`src/rtl/cpu_pkg.sv`:
```
// Shared CPU control types: FSM states, opcode map, ALUOp classes, mux selects, control word.
// Pure definitions; no timing or backpressure of its own.
package cpu_pkg;

    typedef enum logic [3:0] {
        ST_FETCH    = 4'd0,
        ST_DECODE   = 4'd1,
        ST_EXEC_R   = 4'd2,
        ST_R_WB     = 4'd3,
        ST_EXEC_I   = 4'd4,
        ST_I_WB     = 4'd5,
        ST_MEM_ADDR = 4'd6,
        ST_MEM_RD   = 4'd7,
        ST_MEM_WB   = 4'd8,
        ST_MEM_WR   = 4'd9,
        ST_BRANCH   = 4'd10,
        ST_JUMP     = 4'd11
    } state_t;

    localparam logic [3:0] OP_RTYPE = 4'b0000;
    localparam logic [3:0] OP_ANDI  = 4'b0001;
    localparam logic [3:0] OP_ORI   = 4'b0010;
    localparam logic [3:0] OP_ADDI  = 4'b0011;
    localparam logic [3:0] OP_SLTI  = 4'b0100;
    localparam logic [3:0] OP_LW    = 4'b0101;
    localparam logic [3:0] OP_SW    = 4'b0110;
    localparam logic [3:0] OP_BNE   = 4'b0111;
    localparam logic [3:0] OP_J     = 4'b1000;

    localparam logic [1:0] ALUOP_ADD   = 2'b00;
    localparam logic [1:0] ALUOP_BNE   = 2'b01;
    localparam logic [1:0] ALUOP_RTYPE = 2'b10;
    localparam logic [1:0] ALUOP_ITYPE = 2'b11;

    localparam logic [1:0] SRCB_REGB   = 2'b00;
    localparam logic [1:0] SRCB_TWO    = 2'b01;
    localparam logic [1:0] SRCB_IMM    = 2'b10;
    localparam logic [1:0] SRCB_IMM_SH = 2'b11;

    localparam logic [1:0] PCSRC_ALU    = 2'b00;
    localparam logic [1:0] PCSRC_ALUOUT = 2'b01;
    localparam logic [1:0] PCSRC_JUMP   = 2'b10;

    typedef struct packed {
        logic       pc_write;
        logic       pc_write_cond;
        logic       iord;
        logic       mem_read;
        logic       mem_write;
        logic       ir_write;
        logic       mem_to_reg;
        logic       reg_write;
        logic       reg_dst;
        logic       alu_src_a;
        logic [1:0] alu_src_b;
        logic [1:0] pc_source;
        logic [1:0] alu_op;
        logic [2:0] alu_opcode;
        logic       instr_done;
        logic       illegal;
    } ctrl_t;

    function automatic logic is_itype(input logic [3:0] op);
        return (op == OP_ANDI) || (op == OP_ORI) || (op == OP_ADDI) || (op == OP_SLTI);
    endfunction

    function automatic logic is_legal(input logic [3:0] op);
        return op <= OP_J;
    endfunction

endpackage

```
`src/rtl/main_ctrl_decode.sv`:
```
// Combinational state -> control word for the multicycle CPU.
// Zero latency; only FETCH/MEM_WR enables and the illegal flag look at live inputs.
module main_ctrl_decode
    import cpu_pkg::*;
(
    input  state_t     i_state,
    input  logic       i_mem_ready,
    input  logic [3:0] i_opcode,
    input  logic [2:0] i_alu_opc,
    output ctrl_t      o_ctrl
);

    always_comb begin
        o_ctrl = '0;
        case (i_state)
            ST_FETCH: begin
                o_ctrl.mem_read  = 1'b1;
                o_ctrl.alu_src_b = SRCB_TWO;
                o_ctrl.ir_write  = i_mem_ready;
                o_ctrl.pc_write  = i_mem_ready;
            end
            ST_DECODE: begin
                o_ctrl.alu_src_b = SRCB_IMM_SH;
                o_ctrl.illegal   = !is_legal(i_opcode);
            end
            ST_EXEC_R: begin
                o_ctrl.alu_src_a = 1'b1;
                o_ctrl.alu_src_b = SRCB_REGB;
                o_ctrl.alu_op    = ALUOP_RTYPE;
            end
            ST_R_WB: begin
                o_ctrl.reg_write  = 1'b1;
                o_ctrl.reg_dst    = 1'b1;
                o_ctrl.instr_done = 1'b1;
            end
            ST_EXEC_I: begin
                o_ctrl.alu_src_a  = 1'b1;
                o_ctrl.alu_src_b  = SRCB_IMM;
                o_ctrl.alu_op     = ALUOP_ITYPE;
                o_ctrl.alu_opcode = i_alu_opc;
            end
            ST_I_WB: begin
                o_ctrl.reg_write  = 1'b1;
                o_ctrl.instr_done = 1'b1;
            end
            ST_MEM_ADDR: begin
                o_ctrl.alu_src_a = 1'b1;
                o_ctrl.alu_src_b = SRCB_IMM;
            end
            ST_MEM_RD: begin
                o_ctrl.mem_read = 1'b1;
                o_ctrl.iord     = 1'b1;
            end
            ST_MEM_WB: begin
                o_ctrl.reg_write  = 1'b1;
                o_ctrl.mem_to_reg = 1'b1;
                o_ctrl.instr_done = 1'b1;
            end
            ST_MEM_WR: begin
                // Store retires in the cycle memory accepts it.
                o_ctrl.mem_write  = 1'b1;
                o_ctrl.iord       = 1'b1;
                o_ctrl.instr_done = i_mem_ready;
            end
            ST_BRANCH: begin
                o_ctrl.alu_src_a     = 1'b1;
                o_ctrl.alu_src_b     = SRCB_REGB;
                o_ctrl.alu_op        = ALUOP_BNE;
                o_ctrl.pc_write_cond = 1'b1;
                o_ctrl.pc_source     = PCSRC_ALUOUT;
                o_ctrl.instr_done    = 1'b1;
            end
            ST_JUMP: begin
                o_ctrl.pc_write   = 1'b1;
                o_ctrl.pc_source  = PCSRC_JUMP;
                o_ctrl.instr_done = 1'b1;
            end
            default: o_ctrl = '0;
        endcase
    end

endmodule

```
`src/rtl/multicycle_main_control.sv`:
```
// Multicycle main control FSM: sequences datapath enables, counts retired instructions.
// R/I/SW 4 cycles, LW 5, BNE/J 3, illegal 2; each MemReady=0 cycle in FETCH/MEM_RD/MEM_WR adds one.
module multicycle_main_control
    import cpu_pkg::*;
#(
    parameter int CNT_W = 16
) (
    input  logic             Clock,
    input  logic             Reset,
    input  logic [3:0]       Opcode,
    input  logic             MemReady,
    input  logic             Zero,
    output logic             PCWrite,
    output logic             PCWriteCond,
    output logic             IorD,
    output logic             MemRead,
    output logic             MemWrite,
    output logic             IRWrite,
    output logic             MemtoReg,
    output logic             RegWrite,
    output logic             RegDst,
    output logic             ALUSrcA,
    output logic [1:0]       ALUSrcB,
    output logic [1:0]       PCSource,
    output logic [1:0]       ALUOp,
    output logic [2:0]       ALUOpcode,
    output logic             InstrDone,
    output logic             Illegal,
    output logic [CNT_W-1:0] InstrCount
);

    localparam logic [CNT_W-1:0] CNT_ONE = 1;

    state_t           r_state;
    state_t           w_next_state;
    logic [2:0]       r_alu_opc;
    logic [CNT_W-1:0] r_instr_count;
    ctrl_t            w_ctrl;
    ctrl_t            w_out;

    // Zero is consumed by the PC write gate in the datapath, not by this FSM.
    logic w_unused_zero;
    assign w_unused_zero = Zero;

    always_ff @(posedge Clock) begin
        if (Reset) begin
            r_state <= ST_FETCH;
        end else begin
            r_state <= w_next_state;
        end
    end

    always_comb begin
        w_next_state = ST_FETCH;
        case (r_state)
            ST_FETCH:    w_next_state = MemReady ? ST_DECODE : ST_FETCH;
            ST_DECODE: begin
                if (Opcode == OP_RTYPE)                    w_next_state = ST_EXEC_R;
                else if (is_itype(Opcode))                 w_next_state = ST_EXEC_I;
                else if (Opcode == OP_LW || Opcode == OP_SW) w_next_state = ST_MEM_ADDR;
                else if (Opcode == OP_BNE)                 w_next_state = ST_BRANCH;
                else if (Opcode == OP_J)                   w_next_state = ST_JUMP;
                else                                       w_next_state = ST_FETCH;
            end
            ST_EXEC_R:   w_next_state = ST_R_WB;
            ST_EXEC_I:   w_next_state = ST_I_WB;
            ST_MEM_ADDR: w_next_state = (Opcode == OP_LW) ? ST_MEM_RD : ST_MEM_WR;
            ST_MEM_RD:   w_next_state = MemReady ? ST_MEM_WB : ST_MEM_RD;
            ST_MEM_WR:   w_next_state = MemReady ? ST_FETCH : ST_MEM_WR;
            default:     w_next_state = ST_FETCH;
        endcase
    end

    // The I-format sub-opcode is captured in DECODE so later IR churn cannot leak into EXEC_I.
    always_ff @(posedge Clock) begin
        if (Reset) begin
            r_alu_opc     <= '0;
            r_instr_count <= '0;
        end else begin
            if (r_state == ST_DECODE) begin
                r_alu_opc <= Opcode[2:0];
            end
            if (w_ctrl.instr_done) begin
                r_instr_count <= r_instr_count + CNT_ONE;
            end
        end
    end

    main_ctrl_decode u_decode (
        .i_state     (r_state),
        .i_mem_ready (MemReady),
        .i_opcode    (Opcode),
        .i_alu_opc   (r_alu_opc),
        .o_ctrl      (w_ctrl)
    );

    assign w_out = Reset ? '0 : w_ctrl;

    assign PCWrite     = w_out.pc_write;
    assign PCWriteCond = w_out.pc_write_cond;
    assign IorD        = w_out.iord;
    assign MemRead     = w_out.mem_read;
    assign MemWrite    = w_out.mem_write;
    assign IRWrite     = w_out.ir_write;
    assign MemtoReg    = w_out.mem_to_reg;
    assign RegWrite    = w_out.reg_write;
    assign RegDst      = w_out.reg_dst;
    assign ALUSrcA     = w_out.alu_src_a;
    assign ALUSrcB     = w_out.alu_src_b;
    assign PCSource    = w_out.pc_source;
    assign ALUOp       = w_out.alu_op;
    assign ALUOpcode   = w_out.alu_opcode;
    assign InstrDone   = w_out.instr_done;
    assign Illegal     = w_out.illegal;
    assign InstrCount  = Reset ? '0 : r_instr_count;

endmodule

```
`config.mk`:
```
export PLATFORM = sky130hd
export DESIGN_NAME = multicycle_main_control
export DESIGN_NICKNAME = d
export VERILOG_FILES = /design/src/rtl/cpu_pkg.sv /design/src/rtl/main_ctrl_decode.sv /design/src/rtl/multicycle_main_control.sv
export SDC_FILE = /design/constraint.sdc
export NUM_CORES = 1
export LEC_CHECK = 0
export CORE_MARGIN = 1
export CORE_UTILIZATION = 37
export DETAILED_ROUTE_END_ITERATION = 7
export PLACE_DENSITY_LB_ADDON = 0.15
export SYNTH_ARGS = -nofsm -noshare
export SYNTH_HDL_FRONTEND = slang
export SYNTH_HIERARCHICAL = 1
export SYNTH_SLANG_ARGS = --single-unit
export TNS_END_PERCENT = 5
```
`constraint.sdc`:
```
create_clock -name Clock -period 2.2 [get_ports Clock]
set_input_delay 0.66 -clock Clock [delete_from_list [all_inputs] [get_ports Clock]]
set_output_delay 0.66 -clock Clock [all_outputs]
set_load 0.02 [all_outputs]
```
==> results by group <==
Critical path
  – Worst reg2reg path startpoint: r_state[1]
  – Worst setup path category: in2out
  – Crit path launch: MemReady
  – Required @ worst endpoint: 1540 ps
  – Critical Path Start Type: input port
  – Crit path cell chain: buf_6 -> or4b_1 -> a21oi_1 -> nor2b_2 -> buf_4
  – Worst Setup End Kind: primary output
  – CP max stage delay: 420 ps
  – Worst Path Max Fanout: 2
  – Crit path arrival time: around 1600 ps
  – CP max stage cell: or4b_1

Floorplan
  – Die area: 0.00495 mm^2
  – Die Span X: around 70 um
  – Die Y: 70.4 um
  – Site Rows: 24
  – Core box area: 0.00441 mm^2
  – Initial Util: 0.392
  – Num ports: 45

Timing
  – RSZ-0062 raised after global routing: true
  – Worst Slack Setup Final: -55.0 ps
  – Final Critical Period: 2260 ps
  – Slew Limit Headroom: 0.785
  – Setup violations, final: 5
  – Fin Setup TNS: -115 ps
  – Slew Viols, Final: 0
  – Highest clock rate: about 440 MHz
  – Layout Skew: ~6.5 ps
  – Final hold vios: 0
  – Slew @ Worst Pin: 321 ps
  – Final period util: 1.03

Finish
  – Area Overhead vs Synth: 46.6%
  – Nets: 299
  – Final cell count without fillers: 341
  – Share of layout cells above drive strength 1: 0.315
  – Diode count: 0
  – Core Util, Final: 0.575

Clock tree
  – Clk buf depth: 2
  – Clock-pin slew on the worst setup and hold paths: around 70 ps
  – Cts hold-fix bufs: 0
  – Clock sink count: 23
  – TritonCTS clock tree: done
  – Clock Latency Late Sink: 260 ps
  – H-tree depth: 1
  – CTS buffer count: 3
  – Clock Tree Root: clkbuf_8

Pwr
  – Sw frac: 0.288
  – PD cells: roughly 400 mW/mm^2
  – P_sw: 295 uW
  – Comb power frac: 0.321
  – Leak: 1.15 nW
  – Peak supply drop: 0.000342 V
  – Power Internal: 729 uW
  – Pwr Total: 1.02 mW
  – Seq pwr share: 0.434
  – Clock share of power: 0.245

Flow run
  – Max-cap violations: 0

Global routing
  – Largest net degree at the start of global routing: 29
  – All-Layer GR Usage: 0.158
  – Vias in the first global route: 1,473
  – First-pass GRT wire length: 6460 um
  – Number of antenna violations at the first check in global routing: 0
  – Total grt overflow: 0

Logic synthesis
  – Top_reg_cell synth: dfxtp_1
  – Mapped Cells: 221
  – Ranking of synthesized cells by area: dfxtp_1 (27%), nor2b_1 (15%), nor2_1 (5.2%)
  – Synth warn: 6
  – Cell variety after synth: 47
  – Cell taking the most area after synthesis: dfxtp_1
  – Asr flop ratio synth: 0
  – Count leader, synth: nor2b_1
  – Area of the mapped netlist: 0.00173 mm^2
  – Syn Nets: 230
  – Top cell type's share of synthesized area: 0.266
  – Seq/Total Area, Yosys: 0.266
  – Syn Area/Cell: between 7 and 8 um^2
  – EDFF count, synth: 0
  – Register bit total from synthesis: 23
  – Synth cell count leaders: nor2b_1 (41), nor2_1 (24), dfxtp_1 (23), nand2_1 (12)

Route
  – Number of vias in the routed layout: 1,724
  – Vias per std cell: 5.06
  – Post-route ant nets: 0
  – Drt total wl: 3990 um
  – Drt pass-1 iters: 4
  – DRC viols: 0
  – Initial DRC Count: slightly below 100
  – Wire length per cell: 11.7 um

Outcome
  – Failing checks: setup timing
  – Status: complete, but fails checks

Place
  – GP Congestion: 0.880
  – Detailed Place HPWL: 2890 um
  – # placed instances: 330
  – Pre-CTS setup slack: -908 ps
  – Port bufs: 43

Hold path
  – Worst hold start: r_alu_opc[2]
  – Hold Crit Class: reg2reg
## power by group through the flow
stage	logic, mW	clock network [mW]	registers [mW]
after floorplan	0.190	0	0.446
after global placement	0.294	0	0.455
after detailed placement	0.295	0	0.456
after CTS	0.299	0.262	0.447
after global routing	0.355	0.283	0.447
final	0.329	0.251	0.444
## per-layer routing
layer / track usage / share of wire / vias to the layer above
met3: 0.0361 / 0.029 / 2
met1: 0.208 / 0.49 / 793
met4: 0.0267 / 0.0055 / 0
met5: 0 / 0 / -
li1: - / - / 904
met2: 0.265 / 0.47 / 25
## cells by family (layout without fill, tap and decap cells)
kind of cell / Yosys count / in the layout / synth area share
AND/OR/NAND/NOR: 134 / 134 / 0.469
AO/OA/AOI/OAI: 22 / 22 / 0.0868
multiplexers: 8 / 8 / 0.0484
adder cells (fa/ha/maj): 1 / 1 / 0.00723
flip-flops: 23 / 23 / 0.266
buffers and inverters: 22 / 90 / 0.0672
XOR/XNOR: 11 / 11 / 0.0557
## worst max-delay path, delay by kind of cell
kind / cells / cell delay, ps
simple gates: 2 / 580
compound gates: 1 / 140
buf+inv: 2 / 210
## layout make-up
type                       instances  area (um^2)
sequential                        23          473
timing repair buffer              82          689
clock buffer                       4         45.0
fill                             445         1880
tap                               52         65.1
multi-input combinational        176         1250
inverter                           4         15.0
## layout by cell type, fill, tap and decap left out, types with 2 or more instances in the layout
cell and count:
nor3b_1 3, or3b_1 2, buf_12 2, nand2b_1 2, nand3b_1 3, and4b_1 2, or4_1 2, nand4b_1 2
inv_1 4, mux2i_1 5, mux2_2 3, nor3_1 7, buf_2 4, nand4_1 4, dlymetal6s2s_1 4, clkbuf_2 2
buf_6 6, o21ai_0 3, a21oi_1 6, and3_1 5, nand3_1 8, nor2b_4 3, nor2b_1 37, o21bai_1 2
nand2_1 12, dfxtp_4 3, buf_4 47, xor2_1 9, dlygate4sd2_1 17, nor2_1 23, clkbuf_8 3, nand4bb_1 2
or3_1 2, xnor2_1 2, dfxtp_1 19
## path summary, 6_finish.rpt
kind | endpoint | slack [ps] | depth (start not counted)
worst max-delay path | PCWrite | -60 | 5
worst min-delay path | r_alu_opc[2] | 500 | 2
worst max register to register | r_instr_count[15] | 60 | 8
worst min register to register | r_alu_opc[2] | 500 | 2
## per-stage QoR
step	hold WS [ps]	area, um^2
finish	498	2540
global route	533	2540
CTS	503	2420
detailed placement	480	2390
global placement	468	2390
floorplan	452	1730
## flip-flops by register name, indices dropped and copies added (netlist names)
| name | flops |
|---|---|
| r_state | 4 |
| r_alu_opc | 3 |
| r_instr_count | 16 |
## what timing repair did
action,4_1_cts,5_1_grt
endpoints found under the setup margin,48,24
buffers inserted,1,6
pin swaps,6,6
resized for setup,122,32
No activity file was read; power rests on OpenSTA's default activity.
